$ cat src/rtl/regfile_if.sv
// Bus bundle for regfile_param: write port, two read ports, clear request and status.
interface regfile_if #(
  parameter int DATA_W = 16,
  parameter int ADDR_W = 4
);
  logic              Clear;
  logic              Wren;
  logic [ADDR_W-1:0] WrAddr;
  logic [DATA_W-1:0] WrData;
  logic [ADDR_W-1:0] RdAddrA;
  logic [ADDR_W-1:0] RdAddrB;
  logic [DATA_W-1:0] RdDataA;
  logic [DATA_W-1:0] RdDataB;
  logic              Busy;
  logic              WrDrop;

  modport master (
    output Clear, Wren, WrAddr, WrData, RdAddrA, RdAddrB,
    input  RdDataA, RdDataB, Busy, WrDrop
  );

  modport slave (
    input  Clear, Wren, WrAddr, WrData, RdAddrA, RdAddrB,
    output RdDataA, RdDataB, Busy, WrDrop
  );
endinterface

$ cat src/rtl/regfile_param.sv
// Parametrised 1W/2R register file with optional registered reads, write bypass,
// hardwired-zero R0 and a one-register-per-cycle clear sweep after Reset or Clear.
module regfile_param #(
  parameter int DATA_W   = 16,
  parameter int ADDR_W   = 4,
  parameter int REG_READ = 1,
  parameter int BYPASS   = 1,
  parameter int ZERO_R0  = 0
) (
  input  logic      Clk,
  input  logic      Reset,
  regfile_if.slave  bus
);
  localparam int DEPTH = 2 ** ADDR_W;

  typedef enum logic {READY = 1'b0, CLEARING = 1'b1} state_t;

  state_t            state, state_nxt;
  logic [ADDR_W-1:0] clr_addr, clr_addr_nxt;
  logic [DATA_W-1:0] mem [DEPTH];
  logic              busy;
  logic              r0_hit;
  logic              wr_ok;
  logic              sweep_we;
  logic              wr_drop, wr_drop_nxt;
  logic [DATA_W-1:0] val_a, val_b;

  // Read-side value: R0 pinning beats the bypass, which beats stored contents.
  function automatic logic [DATA_W-1:0] read_val(
    input logic [ADDR_W-1:0] a,
    input logic [DATA_W-1:0] stored,
    input logic              wr_hit,
    input logic [DATA_W-1:0] wdata
  );
    if (ZERO_R0 != 0 && a == '0) return '0;
    if (BYPASS != 0 && wr_hit)   return wdata;
    return stored;
  endfunction

  assign busy   = (state == CLEARING);
  assign r0_hit = (ZERO_R0 != 0) && (bus.WrAddr == '0);

  always_ff @(posedge Clk) begin
    if (Reset) begin
      state    <= CLEARING;
      clr_addr <= '0;
      wr_drop  <= 1'b0;
    end else begin
      state    <= state_nxt;
      clr_addr <= clr_addr_nxt;
      wr_drop  <= wr_drop_nxt;
    end
  end

  always_comb begin
    state_nxt    = state;
    clr_addr_nxt = clr_addr;
    sweep_we     = 1'b0;
    wr_ok        = 1'b0;
    wr_drop_nxt  = 1'b0;
    case (state)
      READY: begin
        // A write coinciding with Clear still lands; the sweep then zeroes it.
        wr_ok       = bus.Wren && !r0_hit && !Reset;
        wr_drop_nxt = bus.Wren && r0_hit;
        if (bus.Clear) begin
          state_nxt    = CLEARING;
          clr_addr_nxt = '0;
        end
      end
      CLEARING: begin
        sweep_we     = 1'b1;
        wr_drop_nxt  = bus.Wren;
        clr_addr_nxt = clr_addr + ADDR_W'(1);
        if (&clr_addr) state_nxt = READY;
      end
      default: state_nxt = READY;
    endcase
  end

  always_ff @(posedge Clk) begin
    if (sweep_we)   mem[clr_addr]   <= '0;
    else if (wr_ok) mem[bus.WrAddr] <= bus.WrData;
  end

  assign val_a = read_val(bus.RdAddrA, mem[bus.RdAddrA],
                          wr_ok && (bus.WrAddr == bus.RdAddrA), bus.WrData);
  assign val_b = read_val(bus.RdAddrB, mem[bus.RdAddrB],
                          wr_ok && (bus.WrAddr == bus.RdAddrB), bus.WrData);

  generate
    if (REG_READ != 0) begin : g_reg
      logic [DATA_W-1:0] rd_a_p1, rd_b_p1;
      // Stage p0 -> p1: registered read data, held at zero through Reset and the sweep.
      always_ff @(posedge Clk) begin
        if (Reset || busy) begin
          rd_a_p1 <= '0;
          rd_b_p1 <= '0;
        end else begin
          rd_a_p1 <= val_a;
          rd_b_p1 <= val_b;
        end
      end
      assign bus.RdDataA = rd_a_p1;
      assign bus.RdDataB = rd_b_p1;
    end else begin : g_comb
      assign bus.RdDataA = busy ? '0 : val_a;
      assign bus.RdDataB = busy ? '0 : val_b;
    end
  endgenerate

  assign bus.Busy   = busy;
  assign bus.WrDrop = wr_drop;
endmodule

$ cat src/flat_wrapper.sv
// flat-port wrapper written by rule: the top's interface ports become plain ports
module regfile_param_flat 
#(
  parameter int DATA_W   = 16,
  parameter int ADDR_W   = 4,
  parameter int REG_READ = 1,
  parameter int BYPASS   = 1,
  parameter int ZERO_R0  = 0
)
  (Clk, Reset, bus_Clear, bus_Wren, bus_WrAddr, bus_WrData, bus_RdAddrA, bus_RdAddrB, bus_RdDataA, bus_RdDataB, bus_Busy, bus_WrDrop);
  regfile_if #(.DATA_W(DATA_W), .ADDR_W(ADDR_W)) bus_i ();
  input  logic Clk;
  input  logic Reset;
  input wire logic [$bits(bus_i.Clear)-1:0] bus_Clear;
  input wire logic [$bits(bus_i.Wren)-1:0] bus_Wren;
  input wire logic [$bits(bus_i.WrAddr)-1:0] bus_WrAddr;
  input wire logic [$bits(bus_i.WrData)-1:0] bus_WrData;
  input wire logic [$bits(bus_i.RdAddrA)-1:0] bus_RdAddrA;
  input wire logic [$bits(bus_i.RdAddrB)-1:0] bus_RdAddrB;
  output wire logic [$bits(bus_i.RdDataA)-1:0] bus_RdDataA;
  output wire logic [$bits(bus_i.RdDataB)-1:0] bus_RdDataB;
  output wire logic [$bits(bus_i.Busy)-1:0] bus_Busy;
  output wire logic [$bits(bus_i.WrDrop)-1:0] bus_WrDrop;
  assign bus_i.Clear = bus_Clear;
  assign bus_i.Wren = bus_Wren;
  assign bus_i.WrAddr = bus_WrAddr;
  assign bus_i.WrData = bus_WrData;
  assign bus_i.RdAddrA = bus_RdAddrA;
  assign bus_i.RdAddrB = bus_RdAddrB;
  assign bus_RdDataA = bus_i.RdDataA;
  assign bus_RdDataB = bus_i.RdDataB;
  assign bus_Busy = bus_i.Busy;
  assign bus_WrDrop = bus_i.WrDrop;
  regfile_param #(.DATA_W(DATA_W), .ADDR_W(ADDR_W), .REG_READ(REG_READ), .BYPASS(BYPASS), .ZERO_R0(ZERO_R0)) u_core (.Clk(Clk), .Reset(Reset), .bus(bus_i));
endmodule
$ cat config.mk
export PLATFORM = sky130hd
export DESIGN_NAME = regfile_param_flat
export DESIGN_NICKNAME = d
export VERILOG_FILES = /design/src/rtl/regfile_if.sv /design/src/rtl/regfile_param.sv /design/src/flat_wrapper.sv
export SDC_FILE = /design/constraint.sdc
export NUM_CORES = 1
export LEC_CHECK = 0
export BUFFER_PORTS_ARGS = -buffer_cell sky130_fd_sc_hd__buf_2
export CAP_MARGIN = 20
export CORE_ASPECT_RATIO = 1.2
export CORE_MARGIN = 4
export CORE_UTILIZATION = 40
export CTS_BUF_LIST = sky130_fd_sc_hd__clkbuf_8
export CTS_CLUSTER_DIAMETER = 100
export DETAILED_ROUTE_END_ITERATION = 12
export PLACE_DENSITY_LB_ADDON = 0.08
export SLEW_MARGIN = 10
export SYNTH_ARGS = -nofsm -noshare
export SYNTH_HDL_FRONTEND = slang
export SYNTH_SLANG_ARGS = --single-unit
$ cat constraint.sdc
create_clock -name Clk -period 2.8 [get_ports Clk]
set_input_delay 0.42 -clock Clk [delete_from_list [all_inputs] [get_ports Clk]]
set_output_delay 0.42 -clock Clk [all_outputs]
set_load 0.03 [all_outputs]
==> flow_summary.json, run 1 <==
{
  "period_share_pct": 84.6,
  "syn_to_final_growth_pct": 15.8,
  "max_cap_violations": 0,
  "setup_tns_ns": 0,
  "maxSlewHeadroom_pct": 31.8,
  "ys.flop_type": "edfxtp_1",
  "cts.sinks": 294,
  "ff_latch_area_um2": 8450,
  "cts_setup_buffers": 0,
  "grt_first_pass_wirelength_um": 56800,
  "insertion_delay_ns": 0.60,
  "worst_setup_path_start_kind": "register",
  "yosys_warnings": 0,
  "finalSetupViolCount": 0,
  "rsz0062_at_grt": "false",
  "max_freq_mhz": 422,
  "pwr-share-comb_pct": 7.8,
  "dieArea_um2": 37500,
  "final_common_cell": "edfxtp_1",
  "place_congestion": 0.916,
  "drive_gt1_share_pct": 38.3,
  "p_leak_nw": 5.61,
  "synth_fp_nets": 947,
  "post-route-drc-count": 0,
  "ctsHoldBuffers": 0,
  "num_rows": 74,
  "period_needed_ns": 2.37,
  "cts_inserted_buffers": 48,
  "synth.ff_latch_count": 294,
  "die_w_um": 177,
  "hold_viol_final": 0,
  "root_buffer": "clkbuf_8",
  "via_count": 8495,
  "p_sw_share_pct": 23.1,
  "final_max_slew_viol_count": 0,
  "cts.clk_slew.worst_paths_ns": 0.06,
  "yosysSeqAreaShare_pct": 61.3,
  "wirelength_um": 37700,
  "critPathBufInv": 4,
  "track_usage_pct": 20.4,
  "power_per_cell_area_nw_per_um2": 575,
  "dr.first_iter.drc_count": 656,
  "vdd_ir_drop_max_mv": 0.282,
  "crit_arrival_ns": 2.67,
  "clockBufferDepth": 3,
  "layout_common_cells": "256 x edfxtp_1, 128 x mux2_2, 81 x o22ai_1, 77 x inv_1, 64 x mux4_2",
  "status": "finished, final reports clean",
  "multiInputGateArea_um2": 4890,
  "async_flop_share_pct": 0,
  "cp_top_family": "buffers and inverters",
  "die_h_um": 211,
  "wl_per_cell_um": 24.8,
  "synth.distinct_cells": 44,
  "antenna_found_initial": 0,
  "fillCellCount": 3166,
  "core-area_um2": 34100,
  "syn_inst": 914,
  "ant_nets": 0,
  "io_buffers": 65,
  "path_cells": "buf_4, nor3b_4, buf_4, buf_4, nor3b_1, a31oi_1, nor2_2, buf_4",
  "hp-class": "primary input to register",
  "critPathKind": "register to register",
  "post-route-util_pct": 46.8,
  "first_pass_iters": 5,
  "p_seq_share_pct": 52.8,
  "intPower_mw": 7.05,
  "dp.final_hpwl_um": 24900,
  "fin_nets": 1058,
  "crit_fanout": 20,
  "grt_pass1_vias": 8951,
  "viasPerCell": 5.58,
  "h-tree-depth": 2,
  "netlist_area_um2": 13800,
  "tightest_slew_ns": 1.02,
  "initial_core_util_pct": 40.4,
  "clockPowerShare_pct": 39.5,
  "fin_skew_ns": 0.0286,
  "slowest_delay_ns": 0.50,
  "p_sw_mw": 2.12,
  "crit_path_end_kind": "register",
  "cp.required_ns": 3.10,
  "io-pin-count": 66,
  "syn_area_per_cell_um2": 15.1,
  "synth_edf_count": 256,
  "cp_common_cell": "buf_4",
  "grt_max_degree": 65,
  "cts.repair.resized": 0,
  "cts_tree": "yes",
  "grt-ovfl-total": 0,
  "cp_slowest_cell": "a31oi_1"
}
-- area by class of cell --
cell class,instances,area share (%)
sequential,294,53.0
multi-input combinational,502,30.7
timing repair buffer,127,5.62
clock buffer,57,4.92
tap,456,3.58
inverter,52,1.22
clock inverter,33,1.01
antenna,1,0.0157
-- state kept, by name, indices dropped and copies added, names as in the netlist --
name,count
u_core.bus.RdDataA,16
u_core.mem,256
u_core.bus.Busy,1
u_core.clr_addr,4
u_core.bus.RdDataB,16
u_core.bus.WrDrop,1
-- Yosys cell counts (4+ instances only) --
library cell | count | area, um^2
o22ai_1 | 81 | 507
edfxtp_1 | 256 | 7690
a31oi_1 | 7 | 43.8
nor3b_1 | 4 | 30.0
nand2b_1 | 6 | 37.5
nor2_1 | 57 | 214
mux4_2 | 64 | 1440
mux2i_1 | 33 | 330
buf_2 | 23 | 115
buf_1 | 5 | 18.8
nor3_1 | 5 | 25.0
a22o_1 | 16 | 140
mux2_2 | 128 | 1440
xnor2_1 | 5 | 43.8
a21oi_1 | 40 | 200
dfxtp_1 | 38 | 761
clkbuf_1 | 34 | 128
nand2_1 | 23 | 86.3
inv_1 | 52 | 195
-- worst paths after layout --
kind	start	end	slack (ns)	depth (start not counted)
hold reg to reg	u_core.clr_addr[2]$_SDFFE_PP0P_	u_core.clr_addr[2]$_SDFFE_PP0P_	0.59	2
setup / recovery	u_core.bus.Busy$_SDFF_PP1_	u_core.mem[1][1]$_DFFE_PP_	0.43	8
setup reg to reg	u_core.bus.Busy$_SDFF_PP1_	u_core.mem[1][1]$_DFFE_PP_	0.43	8
hold / removal	bus_WrData[9]	u_core.bus.RdDataA[9]$_SDFF_PP0_	0.13	3
-- tightest hold or removal path, delay by kind of cell --
kind	cells	cell delay, ns
buffers and inverters	1	0.09
muxes	1	0.07
and+or+nand+nor	1	0.09
-- power by group through the flow --
stage	Clock [mW]	Combinational, mW	Sequential (mW)
floorplan	0	0.476	4.92
global placement	0	0.715	4.93
detailed placement	0	0.717	4.93
CTS	3.75	0.719	4.84
global route	3.98	0.763	4.84
finish	3.62	0.713	4.84
-- per-layer routing --
metal	share of wire [%]	up-vias	GRT usage (%)	routed length (um)
met5	0	-	0	0
met3	5.3	64	3.73	2000
met4	2.5	0	6.24	954
met1	43	4378	28.1	16400
li1	-	3818	-	-
met2	49	235	33.3	18400
-- cells by family (layout without fill, tap and decap cells) --
kind of cell / count (synthesis) / after routing / synth area share [%]
flip-flops: 294 / 294 / 61.3
multiplexers: 225 / 225 / 23.3
AO/OA/AOI/OAI: 154 / 154 / 7.22
buffers and inverters: 118 / 269 / 3.61
AND/OR/NAND/NOR: 115 / 115 / 4.00
XOR/XNOR: 7 / 7 / 0.445
adder cells (fa/ha/maj): 1 / 1 / 0.0908
other: 0 / 1 / 0
-- metrics by stage --
step / hold WS, ns / instance area, um^2 / worst slack [ns] / total power [mW] / std cells
final: 0.126 / 16000 / 0.431 / 9.17 / 1522
after global routing: 0.0857 / 15900 / 0.274 / 9.58 / 1521
after CTS: 0.0834 / 15900 / 0.419 / 9.30 / 1521
after detailed placement: 0.578 / 15000 / 0.222 / 5.65 / 1431
after global placement: 0.573 / 15000 / 0.292 / 5.64 / 1431
after floorplan: 0.513 / 13800 / 0.215 / 5.39 / 914
(Power assumes the default switching activity.)
==> run 2, diff against run 1 <==
- ABC_AREA: not set -> 1
- clock period: 2.8 -> 2.36 ns (I/O delays scaled with it)
==> run 2 against run 1 <==
Synthesized cell count increased by 70%. Die area up 5.5%. Final cell count is 41% higher. Critical path type is now primary input to register. Clock power grew 16%.
==> flow_summary.json, run 2 <==
{
  "cts_tree": "yes",
  "vdd_ir_drop_max_mv": 0.324,
  "cts_inserted_buffers": 51,
  "netlist_top_cells_area": "edfxtp_1 53%, nand3_1 7.2%, o211ai_1 6.6%, nand2_1 6.0%, dfxtp_1 5.2%",
  "max_freq_mhz": 485,
  "insertion_delay_ns": 0.61,
  "final_common_cell": "edfxtp_1",
  "slowest_delay_ns": 0.53,
  "yosys_warnings": 0,
  "r2r-end": "u_core.mem[3][6]$_DFFE_PP_",
  "setup_tns_ns": 0,
  "maxSlewHeadroom_pct": 58.4,
  "power_per_cell_area_nw_per_um2": 662,
  "synth_fp_nets": 1591,
  "track_usage_pct": 23.7,
  "ant_nets": 0,
  "drive_gt1_share_pct": 14.9,
  "dp.final_hpwl_um": 30800,
  "grt_first_pass_wirelength_um": 71500,
  "wl_per_cell_um": 22.1,
  "initial_core_util_pct": 40.5,
  "status": "finished, final reports clean",
  "max_cap_violations": 0,
  "regMostFlops": "u_core.mem",
  "p_leak_nw": 6.74,
  "netlist_area_um2": 14600,
  "first_pass_iters": 6,
  "root_buffer": "clkbuf_8",
  "yosysSeqAreaShare_pct": 58.0,
  "synthTopCellsByCount": "256 x edfxtp_1, 233 x nand2_1, 209 x nand3_1",
  "period_share_pct": 87.4,
  "yosys.area.top_type_share_pct": 52.8,
  "via_count": 12000,
  "fillCellCount": 3429,
  "crit_path_end": "u_core.mem[3][6]$_DFFE_PP_",
  "worstRegToRegCells": 8,
  "cp_common_cell": "nand2_1",
  "dieArea_um2": 39500,
  "hp-class": "primary input to register",
  "wirelength_um": 47500,
  "place_congestion": 0.878,
  "num_rows": 76,
  "grt_max_degree": 100,
  "worst_setup_path_start_kind": "primary input",
  "hold_slack_ns": 0.0447,
  "viasPerCell": 5.59,
  "synth.distinct_cells": 26,
  "fin_nets": 1675,
  "die_w_um": 182,
  "syn_area_per_cell_um2": 9.35,
  "path_cells": "dlygate4sd3_1, buf_2, nor2_4, nand2_4, nand2_1, nand2_1, inv_1, nand2_1, nor3_2, buf_12",
  "hold_viol_final": 0,
  "post-route-drc-count": 0,
  "yosysTopAreaCell": "edfxtp_1",
  "crit_path_end_kind": "register",
  "syn_inst": 1558,
  "crit_path_start": "Reset",
  "post-place-ws_ns": 0.249,
  "io_buffers": 65,
  "async_flop_share_pct": 0,
  "die_h_um": 217,
  "final_max_slew_viol_count": 0,
  "worst-r2r-setup-slack_ns": 0.31,
  "fin_skew_ns": 0.0207,
  "ctsHoldBuffers": 1,
  "cts.sinks": 294,
  "power_mw": 11.2,
  "cts_setup_buffers": 0,
  "cp_slowest_cell": "dlygate4sd3_1",
  "syn_to_final_growth_pct": 16.4,
  "diodes": 0,
  "grt_pass1_vias": 11500,
  "cts.clk_slew.worst_paths_ns": 0.05,
  "crit_arrival_ns": 2.35,
  "antenna_found_initial": 1,
  "cts.repair.resized": 0,
  "layout_common_cells": "256 x edfxtp_1, 233 x nand2_1, 209 x nand3_1, 190 x inv_1, 132 x a21oi_1",
  "h-tree-depth": 2,
  "synth.ff_latch_count": 294,
  "ys.flop_type": "edfxtp_1",
  "synth.most_common_cell": "edfxtp_1",
  "largest_reg_flops": 256,
  "setup_ws_ns": 0.298,
  "core-area_um2": 35900,
  "dr.first_iter.drc_count": 1296,
  "period_needed_ns": 2.06,
  "clockBufferDepth": 3,
  "finalSetupViolCount": 0,
  "critPathKind": "primary input to register",
  "tightest_slew_ns": 0.620,
  "grt-ovfl-total": 0,
  "crit_fanout": 16,
  "r2r-start": "u_core.bus.Busy$_SDFF_PP1_",
  "rsz0062_at_grt": "false",
  "synth_edf_count": 256,
  "cp.required_ns": 2.65,
  "io-pin-count": 66
}
==> run 2: through the flow <==
step	cells	cell area [um^2]	utilization (%)
after floorplan	1558	14600	-
after global placement	2056	16000	44.6
after detailed placement	2056	16000	44.6
after CTS	2150	17000	47.2
after global routing	2150	17000	47.2
final	2150	17000	47.2
==> run 2: layout make-up <==
class	count	area, um^2	area share [%]
sequential	294	8450	49.8
multi-input combinational	975	5030	29.7
timing repair buffer	150	1350	7.94
clock buffer	54	743	4.38
inverter	170	638	3.76
tap	468	586	3.45
clock inverter	39	158	0.930
==> run 2: how the worst min path moves through the flow <==
| stage | start | to | slack [ns] | cells past startpoint |
|---|---|---|---|---|
| finish | bus_Clear | u_core.clr_addr[0]$_SDFFE_PP0P_ | 0.04 | 4 |
| global route | bus_Clear | u_core.clr_addr[0]$_SDFFE_PP0P_ | 0.06 | 4 |
| CTS | bus_Clear | u_core.clr_addr[0]$_SDFFE_PP0P_ | 0.007 | 4 |
| detailed placement | u_core.clr_addr[3]$_SDFFE_PP0P_ | u_core.clr_addr[3]$_SDFFE_PP0P_ | 0.51 | 2 |
| global placement | u_core.clr_addr[3]$_SDFFE_PP0P_ | u_core.clr_addr[3]$_SDFFE_PP0P_ | 0.51 | 2 |
| floorplan | Reset | u_core.clr_addr[1]$_SDFFE_PP0P_ | 0.42 | 1 |
==> run 2: logic make-up (layout without fill, tap and decap cells) <==
group           count (synthesis)  in the layout  share of synthesized area (%)
compound gates                393            393                           15.7
fa+ha+maj                       1              1                         0.0859
buf+inv                       289            413                           7.86
flops                         294            294                           58.0
simple gates                  581            581                           18.3
==> run 2: critical path: cells and delay by family <==
kind	cells	cell delay, ns
buffers and inverters	4	0.99
AND/OR/NAND/NOR	6	1.01
==> run 2: layer usage <==
| metal | share of wire (%) | vias up | GRT usage (%) | wire (um) |
|---|---|---|---|---|
| met5 | 0 | - | 0 | 0 |
| met3 | 7.4 | 92 | 4.38 | 3500 |
| met2 | 47 | 488 | 38.9 | 22500 |
| li1 | - | 5695 | - | - |
| met1 | 42 | 5751 | 31.6 | 19800 |
| met4 | 3.4 | 0 | 8.43 | 1630 |
==> run 2: report_power, final <==
| part | total (mW) | switching [mW] | internal, mW |
|---|---|---|---|
| sequential | 5.74 | 0.0439 | 5.70 |
| combinational | 1.29 | 0.872 | 0.413 |
| clock | 4.20 | 2.10 | 2.10 |
